==> src/rtl/baud_gen_frac.sv <==
// Fractional baud-rate generator for the UART clocking path.
// A down-counter reloads with DIV_INT (+1 whenever the FRAC_W-bit accumulator
// carries), which makes the average oversample period DIV_INT + DIV_FRAC/2^FRAC_W.
// A phase counter derives the mid-bit strobe and the bit tick from os_tick.
// New divisors go into a pending register. They are applied only on a reload
// edge, or when the generator is idle, so the period in progress is never cut short.
module baud_gen_frac #(
    parameter int DIV_INT_W      = 16,
    parameter int FRAC_W         = 4,
    parameter int OVERSAMPLE     = 16,
    parameter int RESET_DIV_INT  = 6,
    parameter int RESET_DIV_FRAC = 13
) (
    input  logic                          clk,
    input  logic                          reset,
    input  logic                          enable,
    input  logic                          restart,
    input  logic                          cfg_wr,
    input  logic [DIV_INT_W-1:0]          cfg_div_int,
    input  logic [FRAC_W-1:0]             cfg_div_frac,
    output logic                          cfg_busy,
    output logic                          os_tick,
    output logic                          mid_tick,
    output logic                          bit_tick,
    output logic [$clog2(OVERSAMPLE)-1:0] os_phase
);

    localparam int PH_W = $clog2(OVERSAMPLE);
    localparam logic [PH_W-1:0] PH_LAST    = PH_W'(OVERSAMPLE - 1);
    localparam logic [PH_W-1:0] PH_MID_PRE = PH_W'(OVERSAMPLE / 2 - 1);

    // A divisor of zero would never produce a tick, so it is promoted to one.
    function automatic logic [DIV_INT_W-1:0] fix_div(input logic [DIV_INT_W-1:0] d);
        if (d == {DIV_INT_W{1'b0}}) begin
            fix_div = DIV_INT_W'(1);
        end else begin
            fix_div = d;
        end
    endfunction

    logic [DIV_INT_W-1:0] act_int_r;
    logic [FRAC_W-1:0]    act_frac_r;
    logic [DIV_INT_W-1:0] pend_int_r;
    logic [FRAC_W-1:0]    pend_frac_r;
    logic                 busy_r;
    logic [DIV_INT_W-1:0] cnt_r;
    logic [FRAC_W-1:0]    acc_r;
    logic [PH_W-1:0]      phase_r;
    logic                 os_tick_r;
    logic                 mid_tick_r;
    logic                 bit_tick_r;

    logic [DIV_INT_W-1:0] sel_int_s;
    logic [FRAC_W-1:0]    sel_frac_s;
    logic [FRAC_W:0]      sum_s;
    logic [DIV_INT_W-1:0] reload_s;
    logic [DIV_INT_W-1:0] restart_cnt_s;

    // Pick the divisor for a reload: same-cycle write, else pending, else active.
    always_comb begin
        sel_int_s  = act_int_r;
        sel_frac_s = act_frac_r;
        if (cfg_wr) begin
            sel_int_s  = fix_div(cfg_div_int);
            sel_frac_s = cfg_div_frac;
        end else if (busy_r) begin
            sel_int_s  = pend_int_r;
            sel_frac_s = pend_frac_r;
        end else begin
            sel_int_s  = act_int_r;
            sel_frac_s = act_frac_r;
        end
    end

    // Accumulate the fraction and stretch the next period by the carry.
    // sel_int_s is at least one, so the reload value cannot overflow.
    always_comb begin
        sum_s         = {1'b0, acc_r} + {1'b0, sel_frac_s};
        reload_s      = (sel_int_s - DIV_INT_W'(1))
                        + {{(DIV_INT_W-1){1'b0}}, sum_s[FRAC_W]};
        restart_cnt_s = sel_int_s - DIV_INT_W'(1);
    end

    // Divisor registers, period counter, accumulator, phase and tick outputs.
    always_ff @(posedge clk or negedge reset) begin
        if (!reset) begin
            act_int_r   <= DIV_INT_W'(RESET_DIV_INT);
            act_frac_r  <= FRAC_W'(RESET_DIV_FRAC);
            pend_int_r  <= DIV_INT_W'(RESET_DIV_INT);
            pend_frac_r <= FRAC_W'(RESET_DIV_FRAC);
            busy_r      <= 1'b0;
            cnt_r       <= DIV_INT_W'(RESET_DIV_INT - 1);
            acc_r       <= {FRAC_W{1'b0}};
            phase_r     <= {PH_W{1'b0}};
            os_tick_r   <= 1'b0;
            mid_tick_r  <= 1'b0;
            bit_tick_r  <= 1'b0;
        end else if (restart) begin
            act_int_r   <= sel_int_s;
            act_frac_r  <= sel_frac_s;
            pend_int_r  <= sel_int_s;
            pend_frac_r <= sel_frac_s;
            busy_r      <= 1'b0;
            cnt_r       <= restart_cnt_s;
            acc_r       <= {FRAC_W{1'b0}};
            phase_r     <= {PH_W{1'b0}};
            os_tick_r   <= 1'b0;
            mid_tick_r  <= 1'b0;
            bit_tick_r  <= 1'b0;
        end else if (!enable) begin
            os_tick_r  <= 1'b0;
            mid_tick_r <= 1'b0;
            bit_tick_r <= 1'b0;
            if (cfg_wr) begin
                pend_int_r  <= fix_div(cfg_div_int);
                pend_frac_r <= cfg_div_frac;
                busy_r      <= 1'b1;
            end else if (busy_r) begin
                act_int_r  <= pend_int_r;
                act_frac_r <= pend_frac_r;
                busy_r     <= 1'b0;
            end else begin
                busy_r <= 1'b0;
            end
        end else if (cnt_r != {DIV_INT_W{1'b0}}) begin
            cnt_r      <= cnt_r - DIV_INT_W'(1);
            os_tick_r  <= 1'b0;
            mid_tick_r <= 1'b0;
            bit_tick_r <= 1'b0;
            if (cfg_wr) begin
                pend_int_r  <= fix_div(cfg_div_int);
                pend_frac_r <= cfg_div_frac;
                busy_r      <= 1'b1;
            end else begin
                busy_r <= busy_r;
            end
        end else begin
            act_int_r   <= sel_int_s;
            act_frac_r  <= sel_frac_s;
            pend_int_r  <= sel_int_s;
            pend_frac_r <= sel_frac_s;
            busy_r      <= 1'b0;
            acc_r       <= sum_s[FRAC_W-1:0];
            cnt_r       <= reload_s;
            phase_r     <= phase_r + PH_W'(1);
            os_tick_r   <= 1'b1;
            mid_tick_r  <= (phase_r == PH_MID_PRE);
            bit_tick_r  <= (phase_r == PH_LAST);
        end
    end

    assign cfg_busy = busy_r;
    assign os_tick  = os_tick_r;
    assign mid_tick = mid_tick_r;
    assign bit_tick = bit_tick_r;
    assign os_phase = phase_r;

endmodule

==> config.mk <==
export PLATFORM = sky130hd
export DESIGN_NAME = baud_gen_frac
export DESIGN_NICKNAME = d
export VERILOG_FILES = /design/src/rtl/baud_gen_frac.sv
export SDC_FILE = /design/constraint.sdc
export NUM_CORES = 1
export LEC_CHECK = 0
export ABC_AREA = 1
export CORE_MARGIN = 1
export CORE_UTILIZATION = 35
export CTS_CLUSTER_SIZE = 25
export DETAILED_ROUTE_END_ITERATION = 6
export HOLD_SLACK_MARGIN = 0.15
export PLACE_DENSITY = 0.49
export SLEW_MARGIN = 20
export SYNTH_ARGS = -nofsm -noshare
export SYNTH_HDL_FRONTEND = slang
export SYNTH_SLANG_ARGS = --single-unit
==> constraint.sdc <==
create_clock -name clk -period 7.3 [get_ports clk]
set_input_delay 0.73 -clock clk [delete_from_list [all_inputs] [get_ports clk]]
set_output_delay 0.73 -clock clk [all_outputs]
set_load 0.01 [all_outputs]
## Word-level counts from Yosys, hierarchy flattened

Index checks and enable logic that the tools add are counted.
W data, S select, Z words.

- Bits in read-only memories: 0
- Bits in latches: 0
- Memories: 0
- Word-level logic and storage cells: 71
- Memory bits (writable): 0
- Output and inout bits: 8
- Register bits: 68
- Bits of input ports: 25

- Add/sub/neg operators: 5
- Divide/modulo/power cells: 0
- Magnitude comparators: 0
- Reduce and logical (&&, ||, !) cells: 5
- Equal/unequal tests: 6
- Bitwise logic cells: 0
- Multiplexer cells: 44
- Shift-type cells: 0
- Multiply operators: 0

Operators by type and width:

| operator | count |
|---|---|
| $mux W16 | 14 |
| $mux W4 | 16 |
| $sub A16 B1 Y16 const B | 2 |
| $add A16 B1 Y16 | 1 |
| $logic_not A16 Y1 | 1 |
| $reduce_bool A16 Y1 | 1 |
| $mux W1 | 14 |
| $ne A3 B3 Y1 const B | 2 |
| $add A4 B4 Y5 | 1 |
| $add A4 B1 Y4 const B | 1 |
| $eq A4 B3 Y1 const B | 1 |
| $eq A4 B4 Y1 const B | 1 |
| $ne A4 B4 Y1 const B | 1 |
| $reduce_and A2 Y1 | 2 |
| $ne A2 B2 Y1 const B | 1 |
| $reduce_bool A2 Y1 | 1 |

## Logic depth before layout (Yosys ltp)

Gate-level depths: netlist of run 1.

- Word-level depth: 8
- Gate-level depth with buffers: 23
- Gate-level depth less buffers: 23

## Least setup slack after synthesis of run 1

OpenSTA, ideal clock, no wires.

- Kind: input to register
- From: input cfg_wr
- To: register cnt_r[10]
- Path buffers: 3
- Slack: 3.908 ns
- Arrival: 3.275 ns
- Required time: 7.183 ns
- Stages on the path: 21
- Setup time: 0.117 ns
- Path through: buf_6 clkbuf_1 clkbuf_1 nand2_1 o21ai_0 ha_1 fa_1 nand2_1 nand2_1 a21o_1 ha_1 ha_1 and2_1 nand3_2 nor2_4 nand3_2 nand2_1 nand3_1 nand2_1 nand2_1 nand2_1

- Longest elaborated chain between the ends: 6
- Elaborated cells between the ends (all ways): 8
- Those cells by class: add/sub: 3; mux: 5

RTL lines:

| element | line | RTL |
|---|---|---|
| from (decl) | 18 | `input logic cfg_wr,` |
| $mux W16 or $mux W4 (tied branches) | 63 | `if (cfg_wr) begin` |
| $sub A16 B1 Y16 or $add A4 B4 Y5 (tied branches) | 79, 81, 78 |  |
| $add A16 B1 Y16 | 80 | `+ {{(DIV_INT_W-1){1'b0}}, sum_s[FRAC_W]};` |
| $mux W16 | 125 | `end else if (cnt_r != {DIV_INT_W{1'b0}}) begin` |
| $mux W16 | 110 | `end else if (!enable) begin` |
| $mux W16 (*) | 98 | `end else if (restart) begin` |
| to (signal assigned) | 92 | `cnt_r <= DIV_INT_W'(RESET_DIV_INT - 1);` |
| to (signal assigned) | 104 | `cnt_r <= restart_cnt_s;` |
| to (signal assigned) | 126 | `cnt_r <= cnt_r - DIV_INT_W'(1);` |
| to (decl) | 46 | `logic [DIV_INT_W-1:0] cnt_r;` |

Every way passes the cells marked *; elsewhere a longest branch is shown, timed or not. The select of a mux whose other input is x is not followed.
A chain may end at the register's enable or synchronous reset.

## Worst setup path in the final report of run 1

- From: input restart
- To: register act_int_r[9]

- Longest elaborated chain between the ends: 2
- Elaborated cells between the ends (all ways): 4
- Those cells by class: eq/ne: 2; mux: 1; reduce/logical: 1

RTL lines:

| element | line | RTL |
|---|---|---|
| from (decl) | 17 | `input logic restart,` |
| $ne A3 B3 Y1 (no line) | - |  |
| $reduce_and A2 Y1 (no line) | - |  |
| to (signal assigned) | 87 | `act_int_r <= DIV_INT_W'(RESET_DIV_INT);` |
| to (signal assigned) | 99 | `act_int_r <= sel_int_s;` |
| to (signal assigned) | 119 | `act_int_r <= pend_int_r;` |
| to (decl) | 41 | `logic [DIV_INT_W-1:0] act_int_r;` |

Parallel ways exist; a longest one is shown, timed or not.

==> results.tsv, run 1 <==
metric	value	unit
crit-path max FO	42	
Clk pin slew, worst setup/hold paths	0.06	ns
Seq cells post-synth	68	
GRT Max-Usage Layer	met2	
Reg2Reg Capture Point	act_int_r[9]	
largest net degree at the start of global routing	69	
fin area	5890	um^2
outcome	finished, final reports clean	
post-place setup slack	2.72	ns
setup repair after global routing missed its margin	no	
ANT cells	0	
final-report hold violation count	0	
Via Count	4842	
Max Clock Skew	0.00449	ns
DR pass1 iterations	5	
Root Buffer	clkbuf_16	
Die Height	123	um
power per cell area	224	nW/um^2
Detailed Place HPWL	10.3	mm
nets@finish	810	
setup violators final	0	
Area contributors post-synth	dfrtp_1 27%, nand2_1 16%, o21ai_0 7.6%	
die width	123	um
clock sinks	68	
CTS Buf Count	9	
Reg2Reg Depth	13	
syn_nets	788	
Worst Tran Pin Value	0.931	ns
Overflow after GRT	0	
number of global-route vias before repair	4730	
WHS Endpoint	act_int_r[0]	
placeable core area	14100	um^2
RR Startpoint	cnt_r[0]	
Clock Latency Late Sink	0.34	ns
maxcap violations	0	
Initial Utilization	36.4	%
hold depth	2	
Mapped Area	5150	um^2
endpoint type of the worst setup path	register	
Post-route DRC	0	
Post-Synthesis Cells	752	
Synth Area per Inst	6.85	um^2
Critical Path Start Type	primary input	
Inst Count DP	943	
fillers	1474	
Die ar.	15200	um^2
GR Util met3	3.69	%
FMAX	237	MHz
Final min period	4.22	ns
commonest cells in the netlist	221 x nand2_1, 79 x inv_1, 78 x o21ai_0	
hold_buf cts	0	
post-CTS setup buffers	0	
Rows	43	
Via density	5.05	
Buffers on Ports	32	
# IOs	33	
Post-synth top flop	dfrtp_1	
Slew Viols, Final	0	
gr usage total	20.7	%
ratio of cells with drive above 1 in the final layout	13.5	%
cell taking the most area after synthesis	dfrtp_1	
FF-to-FF setup slack	3.76	ns
worst rel slew slack	37.9	%
Seq/Total Area, Yosys	33.3	%
most numerous cell in the Yosys netlist	nand2_1	
initial antenna violation count	0	
worst path required time	7.51	ns
htree depth	3	
first-pass GRT wire length	23.8	mm
GRT met2 Usage	32.3	%
CP Class	primary input to register	
CP startpoint	restart	
crit path DAT	4.42	ns
final wirelength	14.3	mm
Post-DRT Antenna Nets	0	
worst hold start	act_int_r[0]	
gpl congestion	0.843	
Wirelength per Cell	14.9	um
Hold Crit Class	register to register	
synth warn	0	
area growth from synthesis to final layout	14.2	%
TritonCTS clock tree	built	
CTS Buffer Depth	2	
CTS resizes	0	
Setup TNS Final	0	ns
library cells used by synthesis	47	
LEAKAGE	2.73	nW
area share of the largest cell type after synthesis	27.2	%
final non-filler cell total	959	
DR iter-0 viols	208	
Post-synth EDFFs	0	
DP Area	5580	um^2
Max VDD drop	0.100	mV
final worst-path setup slack	3.08	ns
met1 Use GR	28.4	%
Period Utilization, post-route	57.8	%
Async S/R FF share, synth	100	%
-- cell type report --
| class | instances | area, um^2 | share of cell area (%) |
|---|---|---|---|
| tap | 180 | 225 | 3.82 |
| timing repair buffer | 37 | 353 | 5.99 |
| inverter | 93 | 354 | 6.01 |
| multi-input combinational | 565 | 2930 | 49.7 |
| sequential | 68 | 1720 | 29.2 |
| clock buffer | 12 | 236 | 4.02 |
| clock inverter | 4 | 73.8 | 1.25 |
-- state kept, by name (all words and copies together) (netlist names) --
| name | cells |
|---|---|
| pend_frac_r | 4 |
| act_int_r | 16 |
| act_frac_r | 4 |
| os_tick | 1 |
| cfg_busy | 1 |
| os_phase | 4 |
| acc_r | 4 |
| mid_tick | 1 |
| pend_int_r | 16 |
| bit_tick | 1 |
| cnt_r | 16 |
-- power breakdown --
| part | internal (mW) | total, mW | switching (mW) |
|---|---|---|---|
| registers | 0.438 | 0.470 | 0.0314 |
| logic | 0.124 | 0.367 | 0.243 |
| clock network | 0.300 | 0.480 | 0.180 |
| total | 0.862 | 1.32 | 0.454 |
-- metrics by stage --
stage,hold WS [ns],util (%),power (mW)
3_5_place_dp,0.480,39.4,0.843
2_1_floorplan,0.434,-,0.750
3_3_place_gp,0.473,39.4,0.841
6_report,0.492,41.6,1.32
5_1_grt,0.511,41.6,1.40
4_1_cts,0.495,41.6,1.33
-- worst max-delay path by stage --
stage,end,slack (ns),cells after the start
after floorplan,cnt_r[10],3.91,21
after global placement,act_int_r[9],2.76,11
after detailed placement,act_int_r[8],2.72,11
after CTS,act_int_r[8],3.07,11
after global routing,act_int_r[8],2.63,11
final,act_int_r[9],3.08,11
-- cells by family after synthesis --
family	count (synthesis)	share of synthesized area (%)
muxes	1	0.194
adders and majority gates	11	2.82
and+or+nand+nor	402	35.8
AOI/OAI and AO/OA	138	15.8
xor gates and xnor gates	13	2.21
buffers and inverters	119	9.93
DFF	68	33.3
-- worst max-delay path, cell delays in order --
cell             delay [ns]
clkdlybuf4s50_1        0.68
nor2_2                 0.17
buf_4                  0.38
inv_1                  0.47
o21ai_2                0.16
buf_4                  0.41
inv_2                  0.13
a21oi_1                0.56
inv_2                  0.39
o211ai_1               0.19
o21ai_0                0.12
-- cell usage in the layout (no fill, tap or decap), drive strengths merged --
cell type,synthesis,final
o211ai,11,11
dfrtp,56,56
a32o,2,2
a221oi,1,1
a22o,3,3
bufinv,0,2
fa,1,1
xor2,8,8
o32ai,1,1
clkinv,2,4
nand4,15,15
clkdlybuf4s50,0,31
a31oi,6,6
nand2,243,243
xnor2,5,5
dfstp,12,12
a22oi,1,1
mux2i,1,1
ha,10,10
o221ai,2,2
o22ai,5,5
or2,4,4
a21oi,14,14
and2,2,2
nand3,55,55
buf,13,6
o31ai,1,1
o21a,1,1
inv,91,91
nor3b,1,1
nor3,5,5
o21bai,1,1
o21ai,88,88
nor2,77,77
clkbuf,13,12
a21o,1,1
-- layer usage --
metal	part of all wire (%)	up-vias
li1	-	2505
met1	50	2233
met2	44	83
met3	3.6	21
met4	2.2	0
met5	0	-
No activity file was read; power rests on OpenSTA's default activity.
==> inputs of run 2 (changes only) <==
- PLACE_DENSITY: 0.49 -> 0.51
- clock period: 7.3 -> 3.4 ns (I/O delays scaled with it)
==> run 2 against run 1 <==
Critical path depth rose by 8. Utilization increased by 1.0 points. Routed wire length up 2.2%. Clock power up 110%. Via count up 1.8%. Non-clock buffer count up 17. Register-to-register slack worse by 3.5 ns. Clock skew grew 0.0019 ns. Die area is the same. Power increased by 110%. Critical path type is now register to register. Largest cell class unchanged. Largest power group is now sequential cells. Highest routed layer unchanged.
==> results.tsv, run 2 (synthesized netlist as in run 1, its figures left out) <==
metric	value	unit	change
Rows	43		unchanged
LEAKAGE	2.81	nW	+3.1%
Worst Tran Pin Value	0.912	ns	-0.0189 ns
DR iter-0 viols	273		+31%
crit-path leading delay family	simple AND/OR/NAND/NOR gates		
CTS Buf Count	9		unchanged
gpl congestion	0.864		+2.5%
worst path required time	3.62	ns	-3.89 ns
setup repair after global routing missed its margin	no		
Slew Viols, Final	0		unchanged
crit-path max FO	16		-62%
Die Height	123	um	unchanged
Clk pwr share	34.9	%	-1.6 points
Wirelength per Cell	14.9	um	+0.44%
placeable core area	14100	um^2	unchanged
final wirelength	14.6	mm	+2.2%
Root Buffer	clkbuf_16		
CP Class	register to register		
Post-DRT Antenna Nets	0		unchanged
fillers	1498		+1.6%
Max VDD drop	0.230	mV	+130%
gr usage total	21.0	%	+0.31 points
Worst Hold Slack	0.216	ns	-0.276 ns
cell seen most often among critical-path stages	nand2_1		
Critical Path Start Type	register		
number of global-route vias before repair	4819		+1.9%
Final min period	3.11	ns	
outcome	finished, final reports clean		
Gate power share	29.5	%	+1.6 points
die width	123	um	unchanged
maxcap violations	0		unchanged
highest-count cells in the layout ignoring fill and taps	221 x nand2_1, 79 x inv_1, 74 x o21ai_0		
Die ar.	15200	um^2	unchanged
endpoint type of the worst setup path	register		
setup violators final	0		unchanged
worst rel slew slack	39.2	%	+1.3 points
Hold Crit Class	primary input to async pin		
Sw Share	34.7	%	+0.18 points
crit path DAT	3.33	ns	-1.09 ns
ANT cells	0		unchanged
Critical Path, Cell by Cell	clkinv_4 -> nand2_1 -> o21ai_2 -> o21ai_1 -> ha_1 -> fa_1 -> nand2_1 -> nand2_1 -> a21o_1 -> ha_1 -> ha_1 -> and2_1 -> nand3_2 -> nor2_4 -> nand3_2 -> nor2_2 -> nand2_1 -> nand2_1 -> o21ai_1		
Overflow after GRT	0		unchanged
Setup TNS Final	0	ns	unchanged
TritonCTS clock tree	built		
power per cell area	468	nW/um^2	+110%
first-pass GRT wire length	24.2	mm	+1.8%
CP max stage delay	0.41	ns	-0.27 ns
internal power	1.84	mW	+110%
DR pass1 iterations	5		unchanged
Via Count	4927		+1.8%
ratio of cells with drive above 1 in the final layout	15.8	%	+2.4 points
top flop regs	act_int_r x16, cnt_r x16, pend_int_r x16		
WP buf/inv	1		-5
htree depth	3		unchanged
Clock Latency Late Sink	0.34	ns	about the same
initial antenna violation count	0		unchanged
Psw	0.980	mW	+120%
Max Clock Skew	0.00644	ns	+0.00194 ns
Clk pin slew, worst setup/hold paths	0.06	ns	about the same
nets@finish	827		+2.1%
part of the power in registers	35.6	%	about the same
FMAX	321	MHz	
final-report hold violation count	0		unchanged
largest net degree at the start of global routing	69		unchanged
commonest non-fill, non-tap cell in the layout	nand2_1		
Initial Utilization	36.4	%	unchanged
clock sinks	68		unchanged
Detailed Place HPWL	10.7	mm	+3.9%
Period Utilization, post-route	91.5	%	
Buffers on Ports	32		unchanged
Post-route DRC	0		unchanged
# IOs	33		unchanged
area growth from synthesis to final layout	17.1	%	
Via density	5.05		about the same
CTS Buffer Depth	2		unchanged
Worst path slowest cell	dfrtp_1		
## run 2: cell types whose count changed in the layout (fill, tap and decap cells not counted)
| cell | previous run | this run |
|---|---|---|
| o21ai_1 | 7 | 10 |
| buf_12 | 0 | 1 |
| clkinvlp_4 | 0 | 2 |
| clkbuf_8 | 0 | 2 |
| clkbuf_1 | 3 | 0 |
| inv_6 | 0 | 1 |
| buf_4 | 5 | 21 |
| o21ai_0 | 78 | 74 |
| inv_4 | 2 | 1 |
| o21ai_2 | 3 | 4 |
| bufinv_16 | 2 | 1 |
## run 2: worst register-to-register path: stages (launching register included)
cell and delay (ns):
dfrtp_1 0.41, clkinv_4 0.17, nand2_1 0.11, o21ai_2 0.06
o21ai_1 0.18, ha_1 0.22, fa_1 0.20, nand2_1 0.09
nand2_1 0.08, a21o_1 0.17, ha_1 0.20, ha_1 0.17
and2_1 0.16, nand3_2 0.12, nor2_4 0.22, nand3_2 0.12
nor2_2 0.13, nand2_1 0.06, nand2_1 0.06, o21ai_1 0.06
## run 2: cell type report
cell class              instances  area [um^2]  share of cell area (%)
inverters                      93          357                    5.91
clock buffers                  11          253                    4.19
well taps                     180          225                    3.73
repair buffers                 54          493                    8.17
flip-flops and latches         68         1720                    28.4
multi-input cells             565         2930                    48.6
clock inverters                 5         58.8                   0.974
## run 2: routing by layer
metal	routed length (um)	global-route usage [%]	part of all wire (%)
met1	7170	27.8	49
met2	6710	34.8	46
met3	562	4.80	3.9
met4	139	4.52	0.95
met5	0	0	0
## run 2: power groups by stage
stage	registers, mW	logic (mW)	clock network (mW)
final	1.01	0.834	0.985
after global routing	1.02	0.953	1.04
after CTS	1.01	0.834	1.01
after detailed placement	1.02	0.829	0
after global placement	1.02	0.821	0
after floorplan	1.00	0.606	0
## run 2: timing repair
action	4_1_cts	5_1_grt
endpoints found under the setup margin	0	8
resized for setup	0	7
buffers inserted	0	0
hold buffers	0	0
## run 2: through the flow
step | total power [mW] | area [um^2] | setup slack (ns) | instances | util, %
after floorplan | 1.61 | 5150 | 0.398 | 752 | -
after global placement | 1.84 | 5720 | 0.128 | 960 | 40.4
after detailed placement | 1.85 | 5720 | 0.0636 | 960 | 40.4
after CTS | 2.85 | 6030 | 0.210 | 976 | 42.6
after global routing | 3.02 | 6040 | 0.00955 | 976 | 42.7
final | 2.82 | 6040 | 0.289 | 976 | 42.7
## run 2: path summary, 6_finish.rpt
| check | start | end | slack (ns) | cells after the start |
|---|---|---|---|---|
| max | cfg_busy | cnt_r[12] | 0.29 | 19 |
| min | reset | act_int_r[5] | 0.22 | 2 |
| max reg2reg | cfg_busy | cnt_r[12] | 0.29 | 19 |
| min reg2reg | act_int_r[0] | act_int_r[0] | 0.49 | 2 |
| max in group asynchronous | reset | os_phase[2] | 2.59 | 2 |
| min in group clk | act_int_r[0] | act_int_r[0] | 0.49 | 2 |
==> inputs of run 3 (changes only) <==
- ABC_AREA: 1 -> not set
- CTS_CLUSTER_SIZE: 25 -> 10
==> run 3 against run 2 <==
Non-clock buffer count increased by 46. Register-to-register slack got worse by 0.08 ns. Synthesized area decreased by 5.6%. Power decreased by 4.6%. Count of clock-buffer cells in the layout decreased by 2. Largest power group unchanged.
==> results.tsv, run 3 <==
metric	value	unit	change
setup violators final	0		unchanged
GR Util met3	4.18	%	-0.61 points
final worst-path setup slack	0.209	ns	-0.0792 ns
htree depth	3		unchanged
DR iter-0 viols	430		+58%
Detailed Place HPWL	10.1	mm	-4.9%
GRT met2 Usage	32.7	%	-2.1 points
GRT Max-Usage Layer	met2		
final-report hold violation count	0		unchanged
power per cell area	443	nW/um^2	-5.3%
Post-DRT Antenna Nets	0		unchanged
library cells used by synthesis	73		+55%
LEAKAGE	2.53	nW	-10%
worst rel slew slack	46.4	%	+7.2 points
CTS Buf Count	9		unchanged
Die ar.	14400	um^2	-5.5%
FMAX	313	MHz	-2.5%
simple-gate area share of the yosys netlist	21.0	%	-15 points
worst hold start	cfg_wr		
DR pass1 iterations	5		unchanged
Post-synth EDFFs	0		unchanged
top flop regs	act_int_r x16, cnt_r x16, pend_int_r x16		
maxcap violations	0		unchanged
Clock Latency Late Sink	0.35	ns	about the same
clock sinks	68		unchanged
die width	120	um	-2.8%
Max VDD drop	0.308	mV	+34%
crit path DAT	3.42	ns	+0.09 ns
Hold Crit Class	primary input to register		
gr usage total	21.0	%	about the same
number of global-route vias before repair	4536		-5.9%
TritonCTS clock tree	built		
outcome	finished, final reports clean		
Inst Count DP	816		-15%
final wirelength	14.0	mm	-3.9%
Post-route DRC	0		unchanged
Initial Utilization	36.3	%	-0.13 points
Reg2Reg Depth	14		-5
Slew Viols, Final	0		unchanged
CP Class	register to register		
largest family of logic cells by synthesized area	compound AO/OA/AOI/OAI gates		
first-pass GRT wire length	23.6	mm	-2.6%
met1 Use GR	29.6	%	+1.7 points
Clk pin slew, worst setup/hold paths	0.06	ns	about the same
Finished Core Util	45.4	%	+2.7 points
Worst Tran Pin Value	0.801	ns	-0.111 ns
area growth from synthesis to final layout	25.1	%	
Final min period	3.19	ns	+0.0792 ns
Rows	42		-2.3%
Synth Area per Inst	8.36	um^2	+22%
Die Height	120	um	-2.8%
Via Count	4600		-6.6%
Critical Path Start Type	register		
Wirelength per Cell	16.7	um	+12%
Buffers on Ports	32		unchanged
nets@finish	693		-16%
syn_nets	618		-22%
Root Buffer	clkbuf_16		
initial antenna violation count	0		unchanged
Area contributors post-synth	dfrtp_1 29%, dfstp_2 6.5%, nand2_1 5.1%		
area share of the largest cell type after synthesis	28.8	%	+1.6 points
RR Startpoint	cfg_busy		
highest-count cells in the layout ignoring fill and taps	67 x buf_4, 66 x nand2_1, 66 x nor2_1		
placeable core area	13400	um^2	-5.3%
Period Utilization, post-route	93.8	%	+2.3 points
synth warn	0		unchanged
endpoint type of the worst setup path	register		
commonest non-fill, non-tap cell in the layout	buf_4		
Via density	5.49		+8.7%
hold depth	3		
largest net degree at the start of global routing	38		-45%
Setup TNS Final	0	ns	unchanged
Post-synth top flop	dfrtp_1		
Pwr Total	2.69	mW	-4.6%
post-place setup slack	-0.247	ns	-0.311 ns
post-synthesis xor/xnor area fraction	5.38	%	+3.2 points
# IOs	33		unchanged
ratio of cells with drive above 1 in the final layout	19.5	%	+3.7 points
adder-cell area share of the yosys netlist	2.98	%	+0.17 points
CTS Buffer Depth	2		unchanged
gpl congestion	0.798		-7.6%
final non-filler cell total	838		-14%
CP startpoint	cfg_busy		
worst path required time	3.63	ns	about the same
multiplexer share of the synthesized area	6.22	%	+6.0 points
Post-Synthesis Cells	582		-23%
Max Clock Skew	0.00492	ns	-0.00152 ns
cell taking the most area after synthesis	dfrtp_1		
Seq cells post-synth	68		unchanged
Seq/Total Area, Yosys	35.3	%	+2.0 points
setup repair after global routing missed its margin	no		
Async S/R FF share, synth	100	%	unchanged
ANT cells	0		unchanged
Overflow after GRT	0		unchanged
commonest cells in the netlist	66 x nand2_1, 66 x nor2_1, 56 x dfrtp_1		
Mapped Area	4860	um^2	-5.6%
compound-gate portion of the synthesized area	24.8	%	+9.0 points
crit-path max FO	8		-8
run 3: logic make-up (layout without fill, tap and decap cells):
| family | after synthesis | count (layout) |
|---|---|---|
| buf+inv | 47 | 127 |
| flops | 68 | 68 |
| simple gates | 219 | 219 |
| xor+xnor | 29 | 29 |
| fa+ha+maj | 11 | 11 |
| mux | 28 | 28 |
| compound gates | 180 | 180 |
run 3: worst paths after layout:
kind,to,slack (ns)
max,cnt_r[6],0.21
min,pend_frac_r[2],0.35
max in group asynchronous,act_int_r[1],2.12
min in group asynchronous,os_phase[2],0.43
min reg2reg,mid_tick,0.48
max reg2reg,cnt_r[6],0.21
run 3: worst max-delay path, stage by stage, from the launching register on:
cell and delay, ns:
dfrtp_2 0.46, buf_4 0.15, mux2i_1 0.17, o21ai_0 0.15, ha_1 0.25, fa_1 0.41
a21o_1 0.18, a21o_1 0.21, ha_1 0.20, ha_1 0.20, nand4_1 0.13, buf_4 0.14
nor2_1 0.05, o21ba_2 0.21, o22a_1 0.17
run 3: stage by stage:
| step | hold slack [ns] | area, um^2 |
|---|---|---|
| global route | 0.381 | 6080 |
| CTS | 0.351 | 6020 |
| global placement | 0.266 | 5710 |
| detailed placement | 0.263 | 5710 |
| floorplan | 0.0444 | 4880 |
| finish | 0.354 | 6080 |
run 3: final cells by class:
cell class / instances / area, um^2
repair buffers: 100 / 823
multi-input cells: 467 / 2980
fillers: 1341 / 7320
flip-flops and latches: 68 / 1720
well taps: 176 / 220
clock inverters: 7 / 76.3
inverters: 11 / 41.3
clock buffers: 9 / 225
run 3: where the power goes:
part           internal [mW]  leakage [nW]  switching (mW)  total, mW
combinational          0.318          1.59           0.388      0.706
sequential             0.932         0.797          0.0992       1.03
clock                  0.571         0.142           0.387      0.958
run 3: what timing repair did:
item	4_1_cts	5_1_grt
resized for setup	0	5
endpoints found under the hold margin	12	0
endpoints found under the setup margin	0	10
hold buffers	1	0
buffers inserted	0	5
run 3: routing by layer:
layer,up-vias,part of all wire (%)
met2,91,46
met3,11,4.3
met1,2223,49
li1,2275,-
met4,0,1.1
met5,-,0
